## src/rtl/hidden_layer_pkg.sv

```systemverilog
// Shared constants, FSM state encoding and saturation helper for the hidden-layer backward pass.
// Latency: n/a (package).
// Backpressure: n/a (package).
package hidden_layer_pkg;

    localparam int DATA_W = 16;
    localparam int FRAC_W = 8;

    typedef enum logic [1:0] {
        ST_IDLE,
        ST_MUL,
        ST_UPD,
        ST_RESP
    } state_t;

    // Clamp a wide signed value into the range of a w-bit two's complement number.
    function automatic logic signed [63:0] saturate(input logic signed [63:0] v, input int w);
        logic signed [63:0] hi;
        logic signed [63:0] lo;
        hi = (64'sd1 <<< (w - 1)) - 64'sd1;
        lo = -(64'sd1 <<< (w - 1));
        if (v > hi) return hi;
        if (v < lo) return lo;
        return v;
    endfunction

endpackage

```

## src/rtl/grad_step_sat.sv

```systemverilog
// Gradient step: shift product by the learning rate, optionally clip (GRAD_CLIP_EN), subtract, saturate.
// Latency: combinational.
// Backpressure: none; pure function of its inputs.
module grad_step_sat #(
    parameter int DATA_W   = 16,
    parameter int LR_SHIFT = 12,
    parameter int CLIP_MAX = 1024
) (
    input  logic signed [2*DATA_W-1:0] prod,
    input  logic signed [DATA_W-1:0]   cur,
    output logic signed [DATA_W-1:0]   result
);
    import hidden_layer_pkg::*;

`ifdef GRAD_CLIP_EN
    localparam bit CLIP_EN = 1'b1;
`else
    localparam bit CLIP_EN = 1'b0;
`endif

    localparam logic signed [63:0] CLIP_HI = 64'(CLIP_MAX);
    localparam logic signed [63:0] CLIP_LO = -CLIP_HI;

    logic signed [63:0] step;
    logic signed [63:0] step_c;
    logic signed [63:0] diff;

    always_comb begin
        step   = $signed({{(64-2*DATA_W){prod[2*DATA_W-1]}}, prod}) >>> LR_SHIFT;
        step_c = step;
        if (CLIP_EN && (step > CLIP_HI)) begin
            step_c = CLIP_HI;
        end else if (CLIP_EN && (step < CLIP_LO)) begin
            step_c = CLIP_LO;
        end
        // Subtract at full width so the saturation sees the true result.
        diff   = $signed({{(64-DATA_W){cur[DATA_W-1]}}, cur}) - step_c;
        result = DATA_W'(saturate(diff, DATA_W));
    end

endmodule

```

## src/rtl/hidden_layer_backprop.sv

```systemverilog
// Hidden-layer backward pass: w <- w - lr*(act*err) into a weight/bias store, with a forward read port.
// Latency: result valid 3 cycles after the accept cycle; issue interval 4 cycles.
// Backpressure: result held in RESP until out_ready; in_ready only in IDLE. Optional GRAD_CLIP_EN.
module hidden_layer_backprop #(
    parameter int  DATA_W    = 16,
    parameter int  N_WEIGHTS = 16,
    parameter int  LR_SHIFT  = 12,
    parameter int  CLIP_MAX  = 1024,
    localparam int IDX_W     = $clog2(N_WEIGHTS)
) (
    input  logic              clk,
    input  logic              rst,
    input  logic              in_valid,
    output logic              in_ready,
    input  logic [IDX_W-1:0]  in_idx,
    input  logic [DATA_W-1:0] in_act,
    input  logic [DATA_W-1:0] in_err,
    input  logic              in_last,
    output logic              out_valid,
    input  logic              out_ready,
    output logic [IDX_W-1:0]  out_idx,
    output logic [DATA_W-1:0] out_weight,
    output logic [DATA_W-1:0] out_bias,
    output logic              busy,
    input  logic [IDX_W-1:0]  rd_idx,
    output logic [DATA_W-1:0] rd_weight
);
    import hidden_layer_pkg::*;

    state_t state;
    state_t state_nxt;

    logic [IDX_W-1:0]          idx_q;
    logic signed [DATA_W-1:0]  act_q;
    logic signed [DATA_W-1:0]  err_q;
    logic                      last_q;
    logic signed [2*DATA_W-1:0] prod_q;
    logic signed [2*DATA_W-1:0] bias_prod;
    logic signed [DATA_W-1:0]  weights [N_WEIGHTS];
    logic signed [DATA_W-1:0]  bias_q;
    logic signed [DATA_W-1:0]  cur_w;
    logic signed [DATA_W-1:0]  w_new;
    logic signed [DATA_W-1:0]  b_new;
    logic                      idx_ok;

    // Index width can exceed the store when N_WEIGHTS is not a power of two.
    assign idx_ok    = (int'(idx_q) < N_WEIGHTS);
    assign cur_w     = idx_ok ? weights[idx_q] : '0;
    assign bias_prod = $signed({{DATA_W{err_q[DATA_W-1]}}, err_q}) <<< FRAC_W;
    assign rd_weight = (int'(rd_idx) < N_WEIGHTS) ? weights[rd_idx] : '0;

    assign in_ready  = (state == ST_IDLE);
    assign out_valid = (state == ST_RESP);
    assign busy      = (state != ST_IDLE);

    grad_step_sat #(
        .DATA_W   (DATA_W),
        .LR_SHIFT (LR_SHIFT),
        .CLIP_MAX (CLIP_MAX)
    ) u_weight_step (
        .prod   (prod_q),
        .cur    (cur_w),
        .result (w_new)
    );

    grad_step_sat #(
        .DATA_W   (DATA_W),
        .LR_SHIFT (LR_SHIFT),
        .CLIP_MAX (CLIP_MAX)
    ) u_bias_step (
        .prod   (bias_prod),
        .cur    (bias_q),
        .result (b_new)
    );

    always_comb begin
        state_nxt = state;
        case (state)
            ST_IDLE: if (in_valid) state_nxt = ST_MUL;
            ST_MUL:  state_nxt = ST_UPD;
            ST_UPD:  state_nxt = ST_RESP;
            ST_RESP: if (out_ready) state_nxt = ST_IDLE;
            default: state_nxt = ST_IDLE;
        endcase
    end

    always_ff @(posedge clk or posedge rst) begin
        if (rst) begin
            state      <= ST_IDLE;
            idx_q      <= '0;
            act_q      <= '0;
            err_q      <= '0;
            last_q     <= 1'b0;
            prod_q     <= '0;
            bias_q     <= '0;
            out_idx    <= '0;
            out_weight <= '0;
            out_bias   <= '0;
            for (int i = 0; i < N_WEIGHTS; i++) begin
                weights[i] <= '0;
            end
        end else begin
            state <= state_nxt;
            case (state)
                ST_IDLE: begin
                    if (in_valid) begin
                        idx_q  <= in_idx;
                        act_q  <= $signed(in_act);
                        err_q  <= $signed(in_err);
                        last_q <= in_last;
                    end
                end
                ST_MUL: begin
                    prod_q <= (2*DATA_W)'(act_q) * (2*DATA_W)'(err_q);
                end
                ST_UPD: begin
                    if (idx_ok) begin
                        weights[idx_q] <= w_new;
                    end
                    if (last_q) begin
                        bias_q <= b_new;
                    end
                    out_idx    <= idx_q;
                    out_weight <= idx_ok ? w_new : '0;
                    out_bias   <= last_q ? b_new : bias_q;
                end
                default: ;
            endcase
        end
    end

endmodule

```

## config.mk

```make
export PLATFORM = sky130hd
export DESIGN_NAME = hidden_layer_backprop
export DESIGN_NICKNAME = d
export VERILOG_FILES = /design/src/rtl/hidden_layer_pkg.sv /design/src/rtl/grad_step_sat.sv /design/src/rtl/hidden_layer_backprop.sv
export SDC_FILE = /design/constraint.sdc
export NUM_CORES = 2
export LEC_CHECK = 0
export CORE_ASPECT_RATIO = 1.1
export CORE_MARGIN = 4
export CORE_UTILIZATION = 40
export DETAILED_ROUTE_END_ITERATION = 12
export PLACE_DENSITY_LB_ADDON = 0.12
export RECOVER_POWER = 100
export SYNTH_ARGS = -nofsm -noshare
export SYNTH_HDL_FRONTEND = slang
export SYNTH_HIERARCHICAL = 1
export SYNTH_SLANG_ARGS = --single-unit
```

## constraint.sdc

```tcl
create_clock -name clk -period 22.2 [get_ports clk]
set_clock_uncertainty 0.05 [all_clocks]
set_input_delay 4.44 -clock clk [delete_from_list [all_inputs] [get_ports clk]]
set_output_delay 4.44 -clock clk [all_outputs]
set_load 0.03 [all_outputs]
```

; After elaboration in Yosys (flattened, before gate mapping)
; Index checks and enable logic that the tools add are counted.
[word_totals]
latch_bits = 0
mem_bits_ro = 0
word_cells = 75
regBits = 363
input_bits = 45
mem_bits_rw = 0
out_inout_bits = 55
mem_count = 0
[classes]
div = 0
n_reduce_logical = 6
eq_ne = 5
n_lt_le_gt_ge = 7
shifts = 0
bitwise_logic = 2
n_mul = 1
n_addsub = 2
muxes = 27
[op_table]
columns = operator, n
row1 = 256-bit bitwise mux, 1
row2 = 16-bit two-way mux, 14
row3 = 16-bit binary-select mux with 4-bit select, 2
row4 = 16-bit demux with 4-bit select, 1
row5 = 16-bit by 16-bit multiplier with 32-bit output, 1
row6 = "21-bit by 16-bit greater-than comparator with 1-bit output, second input constant", 1
row7 = "21-bit by 16-bit less-than comparator with 1-bit output, second input constant", 1
row8 = 16-bit by 20-bit subtractor with 21-bit output, 1
row9 = "17-bit by 16-bit greater-than comparator with 1-bit output, second input constant", 1
row10 = "17-bit by 16-bit less-than comparator with 1-bit output, second input constant", 1
row11 = 16-bit by 12-bit subtractor with 17-bit output, 1
row12 = "5-bit >= comparator, second input constant", 2
row13 = 4-bit inverter with 5-bit output, 2
row14 = 2-bit one-hot mux with 4 select lines, 1
row15 = 1-bit two-way mux, 6
row16 = 2-bit AND reduction, 3
row17 = "5-bit by 1-bit less-than comparator with 1-bit output, second input constant", 1
row18 = "2-bit equality test, second input constant", 2
row19 = 2-bit two-way mux, 2
row20 = "2-bit by 1-bit equality test with 1-bit output, second input constant", 1
row21 = 2-bit zero test, 1
row22 = "2-bit by 1-bit inequality test with 1-bit output, second input constant", 1
row23 = "2-bit inequality test, second input constant", 1
row24 = 2-bit nonzero test, 1
row25 = 1-bit logical AND, 1

; Logic depth before layout (Yosys ltp)
[logic_depth]
ltp_word = 11
depth_mapped = 23

; Cells and area by module
; Netlist, hierarchy kept.
[by_module_without_submodules]
columns = mod, cells_per_inst, area_each_um2, n_inst, seq_area_each_um2
row1 = hidden_layer_backprop, 2110, 27152.3, 1, 9083.7
row2 = grad_step_sat (u_bias_step), 190, 1377.6, 1, 0.0
row3 = grad_step_sat (u_weight_step), 182, 1300.0, 1, 0.0

; Worst setup path before layout
; No wires, ideal clock.
[synth_path]
path_kind = in2out
from = in rd_idx[0]
to = out rd_weight[0]
cell_stages = 4
arrival_time_ns = 6.343
slack_ns = 11.367
t_required_ns = 17.710
path_buffers = 2
cell_sequence = buf_2 > buf_1 > mux4_2 > mux4_2
[synth_via]
elab_chain_len = 4
[synth_lines]
columns = element, line
row1 = start: declaration, hidden_layer_backprop.sv:25  ; input logic [IDX_W-1:0] rd_idx,
row2 = 4-bit inverter with 5-bit output (implied by the code), hidden_layer_backprop.sv:50  ; assign rd_weight = (int'(rd_idx) < N_WEIGHTS) ? weights[rd_idx] : '0;
row3 = 16-bit binary-select mux with 4-bit select, hidden_layer_backprop.sv:50
row4 = 16-bit two-way mux (implied by the code) (2 in a row), hidden_layer_backprop.sv:50
row5 = end: declaration, hidden_layer_backprop.sv:26  ; output logic [DATA_W-1:0] rd_weight
; No other way between the ends. The select of a mux whose other input is x is not followed.

; Worst setup path after layout
[layout_path]
from = in rd_idx[1]
to = out rd_weight[1]
; The elaborated chain is that of the path after synthesis.

==> flow_summary.json <==
{
  "clockBufferDepth": 3,
  "drtIter0Drc": 954,
  "ctsHoldBuffers": 0,
  "final_antenna_net_count": 0,
  "crit_family": "buffers and inverters",
  "coreArea_mm2": 0.0722,
  "post-route-min-period_ns": 14.11,
  "crit_arrival_ns": 9.62,
  "die_area_mm2": 0.0776,
  "ioPinCount": 100,
  "crit_path_max_incr_delay_ns": 3.02,
  "post-route-drc-count": 0,
  "multi_input_area_mm2": 0.0186,
  "cts_buffers": 42,
  "cts_resized": 0,
  "final_cell_area_mm2": 0.0325,
  "fin_setup_tns_ns": 0,
  "critPathBufInv": 3,
  "final.period_utilization": 0.636,
  "clk_latency_ns": 0.59,
  "grt_antenna_before_repair": 0,
  "final_max_slew_viol_count": 577,
  "wl_per_cell_um": 21.7,
  "grt_pass1_vias": 20500,
  "routed_wl_um": 74800,
  "area.growth.synth_to_final_pct": 11.2,
  "rsz0062_at_grt": "false",
  "worst_slew_pin_slew_ns": 6.58,
  "gr-total-overflow": 0,
  "startpoint_type": "primary input",
  "gp_congestion": 0.828,
  "synth_cells": 2434,
  "clk_pin_slew_ns": 0.06,
  "synth.cell_area_mm2": 0.0293,
  "vias_per_cell": 5.44,
  "first_pass_iters": 5,
  "grt_usage": 0.197,
  "grt_max_degree": 160,
  "status": "finished, violations left",
  "crit_slowest_cell": "clkbuf_1",
  "cts_tree": "done",
  "post_cts_buffers": 0,
  "ff_latch_area_mm2": 0.00879,
  "io_buffers": 99,
  "endpoint_kind": "primary output",
  "root_buffer": "clkbuf_16",
  "fmax_mhz": 70.9,
  "rows": 103,
  "yosys_warnings": 6,
  "postSynthAreaPerCell_um2": 12.0,
  "fin_nets": 2907,
  "start_util": 0.406,
  "vias": 18800,
  "drive_gt1_frac": 0.253,
  "dp_hpwl_um": 51600,
  "place_area_mm2": 0.0312,
  "setup_violations": 0,
  "violations": "max-capacitance violations, max-slew violations",
  "crit_type": "primary input to primary output",
  "hold_viol": 0,
  "drv_cap": 17,
  "path_max_fanout": 64,
  "die_x_um": 266,
  "grt_first_pass_wirelength_um": 121000,
  "max-slew-margin-rel": -3.41,
  "hold_path.class": "register to register",
  "syn-num-nets": 2869,
  "clkSinkCount": 351,
  "die_h_um": 292,
  "cts_max_level": 2,
  "crit_chain": "buf_2 > clkbuf_1 > mux4_2 > mux4_2 > dlygate4sd3_1",
  "nFillCells": 6609,
  "path_common_cell": "mux4_2",
  "crit_required_ns": 17.71
}
## flip-flops by register name, indices dropped and copies added (netlist names)
signal and cells:
act_q 16, err_q 16, idx_q 4, last_q 1
out_bias 16, out_idx 4, out_weight 16, prod_q 20
state 2, weights 256
## cell usage in the layout, fill, tap and decap left out, types with 7 or more instances in the layout
cell,count
dlygate4sd3_1,56
nand2_1,164
nand4_1,12
o211ai_1,10
clkinv_2,9
inv_1,349
nor3_1,9
buf_4,19
nor2_1,37
nand3_1,15
and2_1,127
clkdlybuf4s50_1,41
clkbuf_1,19
ha_1,126
o21ai_0,46
nand2b_1,16
xor2_1,20
o21ai_2,11
dfrtp_1,350
o21a_1,7
fa_1,264
clkbuf_16,42
nor2_4,9
nor2b_1,10
xnor2_1,38
mux2_2,344
a21oi_1,55
a21o_1,15
mux4_2,160
## metrics by stage
step	hold WS [ns]	instances	util	setup WS (ns)
after global placement	0.443	3373	0.432	10.32
after detailed placement	0.445	3373	0.432	10.25
after global routing	0.468	3450	0.451	7.69
after floorplan	0.430	2434	-	7.97
final	0.447	3451	0.451	8.09
after CTS	0.458	3450	0.452	10.26
## worst paths after layout
path / startpoint / to / slack [ns] / cells past startpoint
max: rd_idx[1] / rd_weight[1] / 8.09 / 5
min: out_weight[3]$_DFFE_PP0P_ / out_weight[3]$_DFFE_PP0P_ / 0.45 / 1
max reg2reg: idx_q[0]$_DFFE_PP0P_ / weights[10]$_DFFE_PP0P_ / 11.16 / 12
min reg2reg: out_weight[3]$_DFFE_PP0P_ / out_weight[3]$_DFFE_PP0P_ / 0.45 / 1
max in group asynchronous: rst / act_q[13]$_DFFE_PP0P_ / 10.48 / 4
min in group asynchronous: rst / out_weight[6]$_DFFE_PP0P_ / 6.31 / 2
## final cells by class
type	count	area share
diodes	1	0.0000769
clock buffers	57	0.0356
clock inverters	20	0.00919
inverters	350	0.0404
multi-input cells	1600	0.572
flip-flops and latches	351	0.270
well taps	945	0.0363
repair buffers	127	0.0360
## metal layers
metal | wire (um) | part of all wire | global-route usage | vias to the layer above
met1 | 32100 | 0.43 | 0.265 | 9943
met3 | 3130 | 0.042 | 0.0271 | 109
met2 | 38000 | 0.51 | 0.343 | 377
met4 | 1590 | 0.021 | 0.0435 | 0
li1 | - | - | - | 8361
met5 | 0 | 0 | 0 | -
Power is left out: the tool's default activity adds up to more than one toggle a clock period on the data nets, which glitch-free logic cannot reach.
